--- src/rtl/bus_pkg.sv ---
// Shared types and constants for the bidding bus masters: FSM/error encodings,
// the balance mirror constants and the effective-bid rule.
package bus_pkg;

    typedef enum logic [1:0] {S_IDLE, S_BID, S_XFER, S_RESP} state_t;
    typedef enum logic [1:0] {ERR_OK, ERR_BAD_ADDR, ERR_TIMEOUT, ERR_PREEMPT} err_t;

    localparam logic [9:0] BAL_INIT   = 10'd750;
    localparam logic [9:0] BAL_CAP    = 10'd900;
    localparam logic [9:0] BAL_REFILL = 10'd750;
    localparam logic [9:0] BAL_THRESH = 10'd150;
    localparam logic [8:0] PERIOD     = 9'd400;
    localparam logic [3:0] SLV_MAX    = 4'd3;

    // A bid must stay strictly below the balance to remain eligible; b >= bal
    // implies bal <= 15, so the low nibble of bal is the whole value there.
    function automatic logic [3:0] eff_bid(input logic [3:0] bid, input logic [9:0] bal);
        logic [3:0] b;
        b = (bid == 4'd0) ? 4'd1 : bid;
        if ({6'd0, b} >= bal) b = (bal <= 10'd1) ? 4'd1 : bal[3:0] - 4'd1;
        return b;
    endfunction

endpackage

--- src/rtl/bal_mirror.sv ---
// Local copy of the arbiter's per-master bank balance: periodic refill,
// deduction of the active bid on every granted cycle.
module bal_mirror
    import bus_pkg::*;
(
    input  logic       clk,
    input  logic       rst,
    input  logic       grant,
    input  logic [3:0] bid,
    output logic [9:0] balance
);

    logic [8:0] cnt_q, cnt_d;
    logic [9:0] bal_q, bal_d;

    always_ff @(posedge clk or negedge rst) begin
        if (!rst) begin
            cnt_q <= '0;
            bal_q <= BAL_INIT;
        end else begin
            cnt_q <= cnt_d;
            bal_q <= bal_d;
        end
    end

    // Refill wins over a deduction in the same cycle; balance never reaches 0.
    always_comb begin
        cnt_d = (cnt_q == PERIOD) ? 9'd0 : cnt_q + 9'd1;
        bal_d = bal_q;
        if (cnt_q == PERIOD)
            bal_d = (bal_q > BAL_THRESH) ? BAL_CAP : bal_q + BAL_REFILL;
        else if (grant)
            bal_d = (bal_q > {6'd0, bid}) ? bal_q - {6'd0, bid} : 10'd1;
    end

    assign balance = bal_q;

endmodule

--- src/rtl/bid_master.sv ---
// Bus-master initiator: accepts a local command, bids to the arbiter until
// granted, runs the slave transfer and returns a one-cycle response.
module bid_master
    import bus_pkg::*;
#(
    parameter int DATA_W        = 8,
    parameter int XFER_CYCLES   = 2,
    parameter int GRANT_TIMEOUT = 64
) (
    input  logic              clk,
    input  logic              rst,
    input  logic              cmd_valid,
    output logic              cmd_ready,
    input  logic              cmd_rw,
    input  logic [15:0]       cmd_addr,
    input  logic [DATA_W-1:0] cmd_wdata,
    input  logic [3:0]        cmd_bid,
    output logic              rsp_valid,
    output logic [DATA_W-1:0] rsp_rdata,
    output logic [1:0]        rsp_err,
    output logic [3:0]        req,
    input  logic              grant,
    output logic [15:0]       addr,
    output logic              RW,
    output logic [DATA_W-1:0] DataToSlave,
    input  logic [DATA_W-1:0] DataFromSlave,
    output state_t            dbg_state_o,
    output logic [9:0]        dbg_balance_o
);

    localparam logic [9:0] TO_LAST = 10'(GRANT_TIMEOUT - 1);
    localparam logic [9:0] XF_LAST = 10'(XFER_CYCLES - 1);

    state_t            state_q, state_d;
    err_t              err_q, err_d;
    logic [9:0]        cnt_q, cnt_d;
    logic [3:0]        bid_q, bid_d;
    logic [3:0]        req_q, req_d;
    logic              rw_q, rw_d;
    logic [15:0]       addr_q, addr_d;
    logic [DATA_W-1:0] wdata_q, wdata_d;
    logic [DATA_W-1:0] rdata_q, rdata_d;
    logic              rsp_valid_q, rsp_valid_d;
    logic [9:0]        balance;

    bal_mirror u_bal (
        .clk     (clk),
        .rst     (rst),
        .grant   (grant),
        .bid     (bid_q),
        .balance (balance)
    );

    always_ff @(posedge clk or negedge rst) begin
        if (!rst) begin
            state_q     <= S_IDLE;
            err_q       <= ERR_OK;
            cnt_q       <= '0;
            bid_q       <= '0;
            req_q       <= '0;
            rw_q        <= 1'b0;
            addr_q      <= '0;
            wdata_q     <= '0;
            rdata_q     <= '0;
            rsp_valid_q <= 1'b0;
        end else begin
            state_q     <= state_d;
            err_q       <= err_d;
            cnt_q       <= cnt_d;
            bid_q       <= bid_d;
            req_q       <= req_d;
            rw_q        <= rw_d;
            addr_q      <= addr_d;
            wdata_q     <= wdata_d;
            rdata_q     <= rdata_d;
            rsp_valid_q <= rsp_valid_d;
        end
    end

    // Handshake: a command transfers on a rising edge where cmd_valid and
    // cmd_ready are both high; cmd_ready depends only on the state.
    always_comb begin
        state_d = state_q;
        err_d   = err_q;
        cnt_d   = cnt_q;
        bid_d   = bid_q;
        rw_d    = rw_q;
        addr_d  = addr_q;
        wdata_d = wdata_q;
        rdata_d = rdata_q;
        unique case (state_q)
            S_IDLE: begin
                if (cmd_valid) begin
                    rw_d    = cmd_rw;
                    addr_d  = cmd_addr;
                    wdata_d = cmd_wdata;
                    bid_d   = eff_bid(cmd_bid, balance);
                    cnt_d   = '0;
                    rdata_d = '0;
                    if (cmd_addr[15:12] > SLV_MAX) begin
                        err_d   = ERR_BAD_ADDR;
                        state_d = S_RESP;
                    end else begin
                        err_d   = ERR_OK;
                        state_d = S_BID;
                    end
                end
            end
            S_BID: begin
                // A grant on the final wait cycle still wins over the timeout.
                if (grant) begin
                    cnt_d   = '0;
                    state_d = S_XFER;
                end else if (cnt_q == TO_LAST) begin
                    err_d   = ERR_TIMEOUT;
                    state_d = S_RESP;
                end else begin
                    cnt_d = cnt_q + 10'd1;
                end
            end
            S_XFER: begin
                if (!grant) begin
                    err_d   = ERR_PREEMPT;
                    rdata_d = '0;
                    state_d = S_RESP;
                end else if (cnt_q == XF_LAST) begin
                    if (!rw_q) rdata_d = DataFromSlave;
                    state_d = S_RESP;
                end else begin
                    cnt_d = cnt_q + 10'd1;
                end
            end
            S_RESP: state_d = S_IDLE;
            default: state_d = S_IDLE;
        endcase
        req_d       = (state_d == S_BID || state_d == S_XFER) ? bid_d : 4'd0;
        rsp_valid_d = (state_d == S_RESP);
    end

    assign cmd_ready     = (state_q == S_IDLE);
    assign rsp_valid     = rsp_valid_q;
    assign rsp_rdata     = rdata_q;
    assign rsp_err       = err_q;
    assign req           = req_q;
    assign addr          = addr_q;
    assign RW            = rw_q;
    assign DataToSlave   = wdata_q;
    assign dbg_state_o   = state_q;
    assign dbg_balance_o = balance;

endmodule

--- config.mk ---
export PLATFORM = sky130hd
export DESIGN_NAME = bid_master
export DESIGN_NICKNAME = d
export VERILOG_FILES = /design/src/rtl/bus_pkg.sv /design/src/rtl/bal_mirror.sv /design/src/rtl/bid_master.sv
export SDC_FILE = /design/constraint.sdc
export NUM_CORES = 1
export LEC_CHECK = 0
export ABC_AREA = 1
export CAP_MARGIN = 10
export CORE_MARGIN = 4
export CORE_UTILIZATION = 35
export DETAILED_ROUTE_END_ITERATION = 7
export PLACE_DENSITY_LB_ADDON = 0.25
export SLEW_MARGIN = 20
export SYNTH_ARGS = -nofsm -noshare
export SYNTH_HDL_FRONTEND = slang
export SYNTH_HIERARCHICAL = 1
export SYNTH_SLANG_ARGS = --single-unit
--- constraint.sdc ---
create_clock -name clk -period 3.6 [get_ports clk]
set_input_delay 0.54 -clock clk [delete_from_list [all_inputs] [get_ports clk]]
set_output_delay 0.54 -clock clk [all_outputs]
set_load 0.01 [all_outputs]
==> results of run 1 <==
==> layer usage <==
layer	routed length, um	up-vias	global-route usage	share of wire
met5	0	-	0	0
met2	4910	115	0.246	0.45
met3	804	14	0.0601	0.074
li1	-	2089	-	-
met1	4970	1865	0.193	0.46
met4	125	0	0.0574	0.012
==> cells by family after synthesis <==
| logic type | after synthesis |
|---|---|
| xor gates and xnor gates | 9 |
| DFF | 75 |
| AOI/OAI and AO/OA | 41 |
| and+or+nand+nor | 383 |
| adders and majority gates | 21 |
| buffers and inverters | 84 |
==> critical path, delay by kind of cell (launching register included) <==
family                     cells  cell delay, ps
buffers and inverters          2             730
DFF                            1             460
adders and majority gates      1             290
==> where the power goes <==
part | total (mW) | internal, mW | switching (mW)
registers | 1.45 | 1.17 | 0.282
logic | 2.50 | 1.07 | 1.43
clock network | 0.987 | 0.630 | 0.358
total | 4.93 | 2.86 | 2.07
==> worst min-delay path by stage <==
stage	slack, ps	start	end
floorplan	240	rst	DataToSlave[0]
global placement	460	rsp_err[1]	rsp_err[1]
detailed placement	470	DataToSlave[3]	DataToSlave[3]
CTS	380	rst	u_bal/balance[0]
global route	420	rst	u_bal/balance[0]
finish	310	rst	u_bal/balance[0]
==> through the flow <==
stage,hold WS [ps],util,worst slack (ps),instance area [um^2]
floorplan,244,-,1640,4480
global placement,462,0.443,1200,5570
detailed placement,466,0.443,1120,5570
CTS,376,0.469,1260,5900
global route,423,0.469,1180,5900
finish,310,0.469,1240,5900
==> flip-flops by register name, summed over array words and instances, names as in the netlist, 4 cells and up <==
register / flops
addr: 16
cnt_q: 10
u_bal/balance: 10
u_bal/cnt_q: 9
DataToSlave: 8
rsp_rdata: 8
bid_q: 4
req: 4
==> Yosys cell counts (all sizes together), types with 5 or more instances <==
cell    instances  share of area
nand2         245           0.21
inv            74          0.062
dfstp           7          0.041
clkbuf          5         0.0042
a21oi          18          0.023
ha             20          0.056
nand4           8          0.011
or2             6         0.0084
nor2           68          0.067
o21ai          19          0.030
xor2            7          0.014
dfrtp          68           0.38
nand3          46          0.053
nor3            7         0.0078
==> area by class of cell <==
cell class / instances / area share
multi-input combinational: 454 / 0.382
sequential: 75 / 0.320
timing repair buffer: 94 / 0.159
inverter: 75 / 0.0477
clock buffer: 11 / 0.0412
tap: 172 / 0.0365
clock inverter: 5 / 0.0144
==> placed cells by master, fill, tap and decap left out, drive strengths merged, types with 6 or more instances in the layout <==
cell	n
or2	6
nor3	7
xor2	7
nand2	245
ha	20
nor2	68
nand4	8
o21ai	19
nand3	46
inv	75
a21oi	18
clkdlybuf4s50	92
dfrtp	68
clkbuf	11
dfstp	7
==> impl_metrics.tcl, run 1 <==
set metrics [dict create \
    drt-total-wl_mm 10.8 \
    reg2reg_depth 9 \
    cts_sinks 75 \
    criticalPathCategory "flop to output port" \
    clk_latency_ps 340 \
    cpPeakStageDelay_ps 620 \
    synthFlopType "dfrtp_1" \
    synth-xor-area-share 0.0176 \
    hold_viol 0 \
    fin_skew_ps 8.67 \
    power.total_mw 4.93 \
    grt_usage 0.156 \
    netlist_area_mm2 0.00448 \
    ioPinCount 94 \
    p_per_area_mw_per_mm2 837 \
    synth_fa_ha_area_frac 0.0604 \
    hpwl_mm 8.00 \
    wire_per_inst_um 12.2 \
    worst_pin_slew_ps 943 \
    synth_top_family_by_area "simple AND/OR/NAND/NOR gates" \
    hold_path_class "primary input to async pin" \
    final.setup.tns_ps 0 \
    crit_end "cmd_ready" \
    num-nets-final 771 \
    post-place-cells 870 \
    drc 0 \
    fmax_mhz 424 \
    grt_pass1_vias 4103 \
    cp-end-kind "output port" \
    grt_overflow 0 \
    grt_max_degree 76 \
    slowest_stage "clkdlybuf4s50_1" \
    rr_startpoint "u_bal/balance[0]" \
    antenna_cells 0 \
    vias_per_cell 4.61 \
    slew_headroom 0.371 \
    rr_endpoint "u_bal/balance[4]" \
    die_x_um 121 \
    required_ps 3060 \
    start_util 0.356 \
    clock-root-buffer "clkbuf_16" \
    ir_drop_mv 0.360 \
    synth_compound_area_frac 0.0601 \
    final_cells 886 \
    die_y_um 121 \
    multi_input_area_mm2 0.00225 \
    startpoint_type "flop" \
    r2r_slack_ps 1380 \
    holdBufCountCts 0 \
    cts_tree "done" \
    num_vias 4083 \
    h-tree-depth 3 \
    cts_resized 0 \
    antenna_found_initial 0 \
    ys_types 36 \
    synth_edf_count 0 \
    setup_viol 0 \
    ys_seq_area_frac 0.421 \
    startpoint "dbg_state_o[1]" \
    area_delta_synth_final_pct 31.8 \
    clock_path_buffers 2 \
    post-route-min-period_ps 2360 \
    first_iter_violations 294 \
    syn_nets 675 \
    worstPathCellList "inv_1 > ha_1 > clkdlybuf4s50_1" \
    synth_warnings 6 \
    worstPathArrival_ps 1820 \
    maxSlewViolCount 0 \
    layout-drive-gt1-share 0.0840 \
    fillers 1247 \
    dr.pass1.iters 4 \
    syn_inst 613 \
    portBuffers 93 \
    period_share 0.655 \
    grt_pass1_wl_mm 18.5 \
    muxShareOfSynthArea 0 \
    numCtsBuffers 9 \
    yosys.area_share.simple 0.365 \
    rsz0062_at_grt "no" \
    rows 41 \
    ys_seq_elements 75 \
    worst-path-max-fanout 6 \
    ant_nets 0 \
    cap_violations 0 \
    die-area_mm2 0.0147 \
    seq_area_mm2 0.00189 \
    outcome "finished, final reports clean" \
    clk_pin_slew_ps 60 \
    postCtsSetupRepairBufs 0 \
    core_area_mm2 0.0126 \
    power.static_leakage_nw 2.94 \
    place.gp.congestion 0.925 \
    async_reset_ff_frac 1.00 \
    syn_area_per_cell_um2 7.30 \
]
Note: power is estimated with default switching activity, not from simulation.
==> run 2, diff against run 1 <==
- clock period: 3.6 -> 2.1 ns (I/O delays scaled with it)
==> impl_metrics.tcl, run 2 (synthesis results as in run 1) <==
set metrics [dict create \
    period_share 0.933 \
    drc 0 \
    core_area_mm2 0.0126 \
    rows 41 \
    area_delta_synth_final_pct 37.5 \
    largest_reg_flops 16 \
    wire_per_inst_um 12.4 \
    hpwl_mm 8.45 \
    setup_viol 0 \
    num_vias 4212 \
    cap_violations 0 \
    clk_pin_slew_ps 60 \
    utilization 0.489 \
    place.gp.congestion 0.851 \
    antenna_cells 0 \
    p_int_mw 5.14 \
    rr_startpoint "u_bal/balance[0]" \
    min_to "DataToSlave[6]" \
    antenna_found_initial 0 \
    ioPinCount 94 \
    grt_max_degree 40 \
    grt_pass1_vias 4087 \
    slew_headroom 0.652 \
    clock-root-buffer "clkbuf_16" \
    outcome "finished, final reports clean" \
    grt_usage 0.158 \
    vias_per_cell 4.61 \
    die-area_mm2 0.0147 \
    start_util 0.356 \
    startpoint_type "flop" \
    fin_skew_ps 7.20 \
    die_y_um 121 \
    post-route-min-period_ps 1960 \
    cp-end-kind "flop" \
    clk_latency_ps 340 \
    power.static_leakage_nw 3.10 \
    final.setup.tns_ps 0 \
    p_per_area_mw_per_mm2 1430 \
    switching_share 0.417 \
    rr_endpoint "u_bal/balance[7]" \
    pwr-share-comb 0.533 \
    cts_sinks 75 \
    r2r_slack_ps 140 \
    required_ps 2380 \
    numCtsBuffers 9 \
    cts_tree "done" \
    first_iter_violations 288 \
    fmax_mhz 510 \
    drt-total-wl_mm 11.3 \
    worstPathArrival_ps 2240 \
    reg2reg_depth 10 \
    die_x_um 121 \
    clock_path_buffers 2 \
    worst-path-max-fanout 4 \
    grt_pass1_wl_mm 18.8 \
    final_common_cell "nand2_1" \
    hold_path_class "flop to flop" \
    maxSlewViolCount 0 \
    grt_overflow 0 \
    criticalPathCategory "flop to flop" \
    num-nets-final 799 \
    h-tree-depth 3 \
    final_cell_mix "238 x nand2_1, 91 x clkdlybuf4s50_1, 69 x inv_1" \
    min_path_cells 2 \
    final_cells 914 \
    dr.pass1.iters 6 \
    worst_pin_slew_ps 522 \
    clkPwrFrac 0.196 \
    ant_nets 0 \
    portBuffers 93 \
    post-place-cells 893 \
    hold_viol 0 \
    min_from "DataToSlave[6]" \
    switchingPower_mw 3.67 \
    layout-drive-gt1-share 0.125 \
    seqPwrFrac 0.271 \
    ir_drop_mv 0.503 \
    rsz0062_at_grt "yes" \
]
## run 2: what timing repair did
action	CTS	global route
endpoints found under the hold margin	33	0
hold buffers	1	0
resized for setup	1	6
setup endpoints to repair	1	9
setup buffers	0	4
pin swaps	0	1
## run 2: per-stage QoR
| stage | instance area [um^2] | power, mW | worst slack (ps) | hold slack (ps) |
|---|---|---|---|---|
| 4_1_cts | 6090 | 8.77 | 33.7 | 481 |
| 5_1_grt | 6150 | 9.55 | -3.43 | 493 |
| 2_1_floorplan | 4480 | 5.09 | 144 | 19.4 |
| 6_report | 6150 | 8.80 | 141 | 478 |
| 3_3_place_gp | 5750 | 6.92 | 8.95 | 337 |
| 3_5_place_dp | 5750 | 6.99 | -92.4 | 332 |
## run 2: cell type report
class	instances	area (um^2)
multi-input combinational	454	2280
tap	172	215
fill	1204	6420
inverter	75	282
clock buffer	9	225
sequential	75	1890
clock inverter	7	106
timing repair buffer	122	1160
## run 2: worst max-delay path by stage
stage	startpoint	end	slack [ps]	cells past startpoint
after floorplan	u_bal/balance[0]	u_bal/balance[7]	140	9
after global placement	cmd_bid[3]	req[1]	9	16
after detailed placement	cmd_bid[3]	req[3]	-90	15
after CTS	cnt_q[1]	req[2]	30	12
after global routing	u_bal/balance[1]	req[2]	-3	11
final	u_bal/balance[0]	u_bal/balance[7]	140	10
## run 2: routing by layer
metal	wire length (um)	global-route usage
met3	766	0.0541
met5	0	0
met2	5380	0.255
met4	177	0.0538
met1	5000	0.198
## run 2: power groups by stage
| stage | combinational (mW) | clock (mW) | sequential [mW] |
|---|---|---|---|
| finish | 4.69 | 1.72 | 2.39 |
| global route | 5.25 | 1.83 | 2.47 |
| floorplan | 2.49 | 0 | 2.59 |
| detailed placement | 4.55 | 0 | 2.44 |
| global placement | 4.48 | 0 | 2.43 |
| CTS | 4.57 | 1.77 | 2.43 |
## run 2: critical path, stage by stage (launching register included)
cell and delay, ps:
dfrtp_1 350, inv_1 80, ha_1 230, fa_1 390, nand3b_1 200, nand2_1 120
nand2_1 90, a21oi_4 150, buf_4 150, nand3_1 70, nand2_1 80
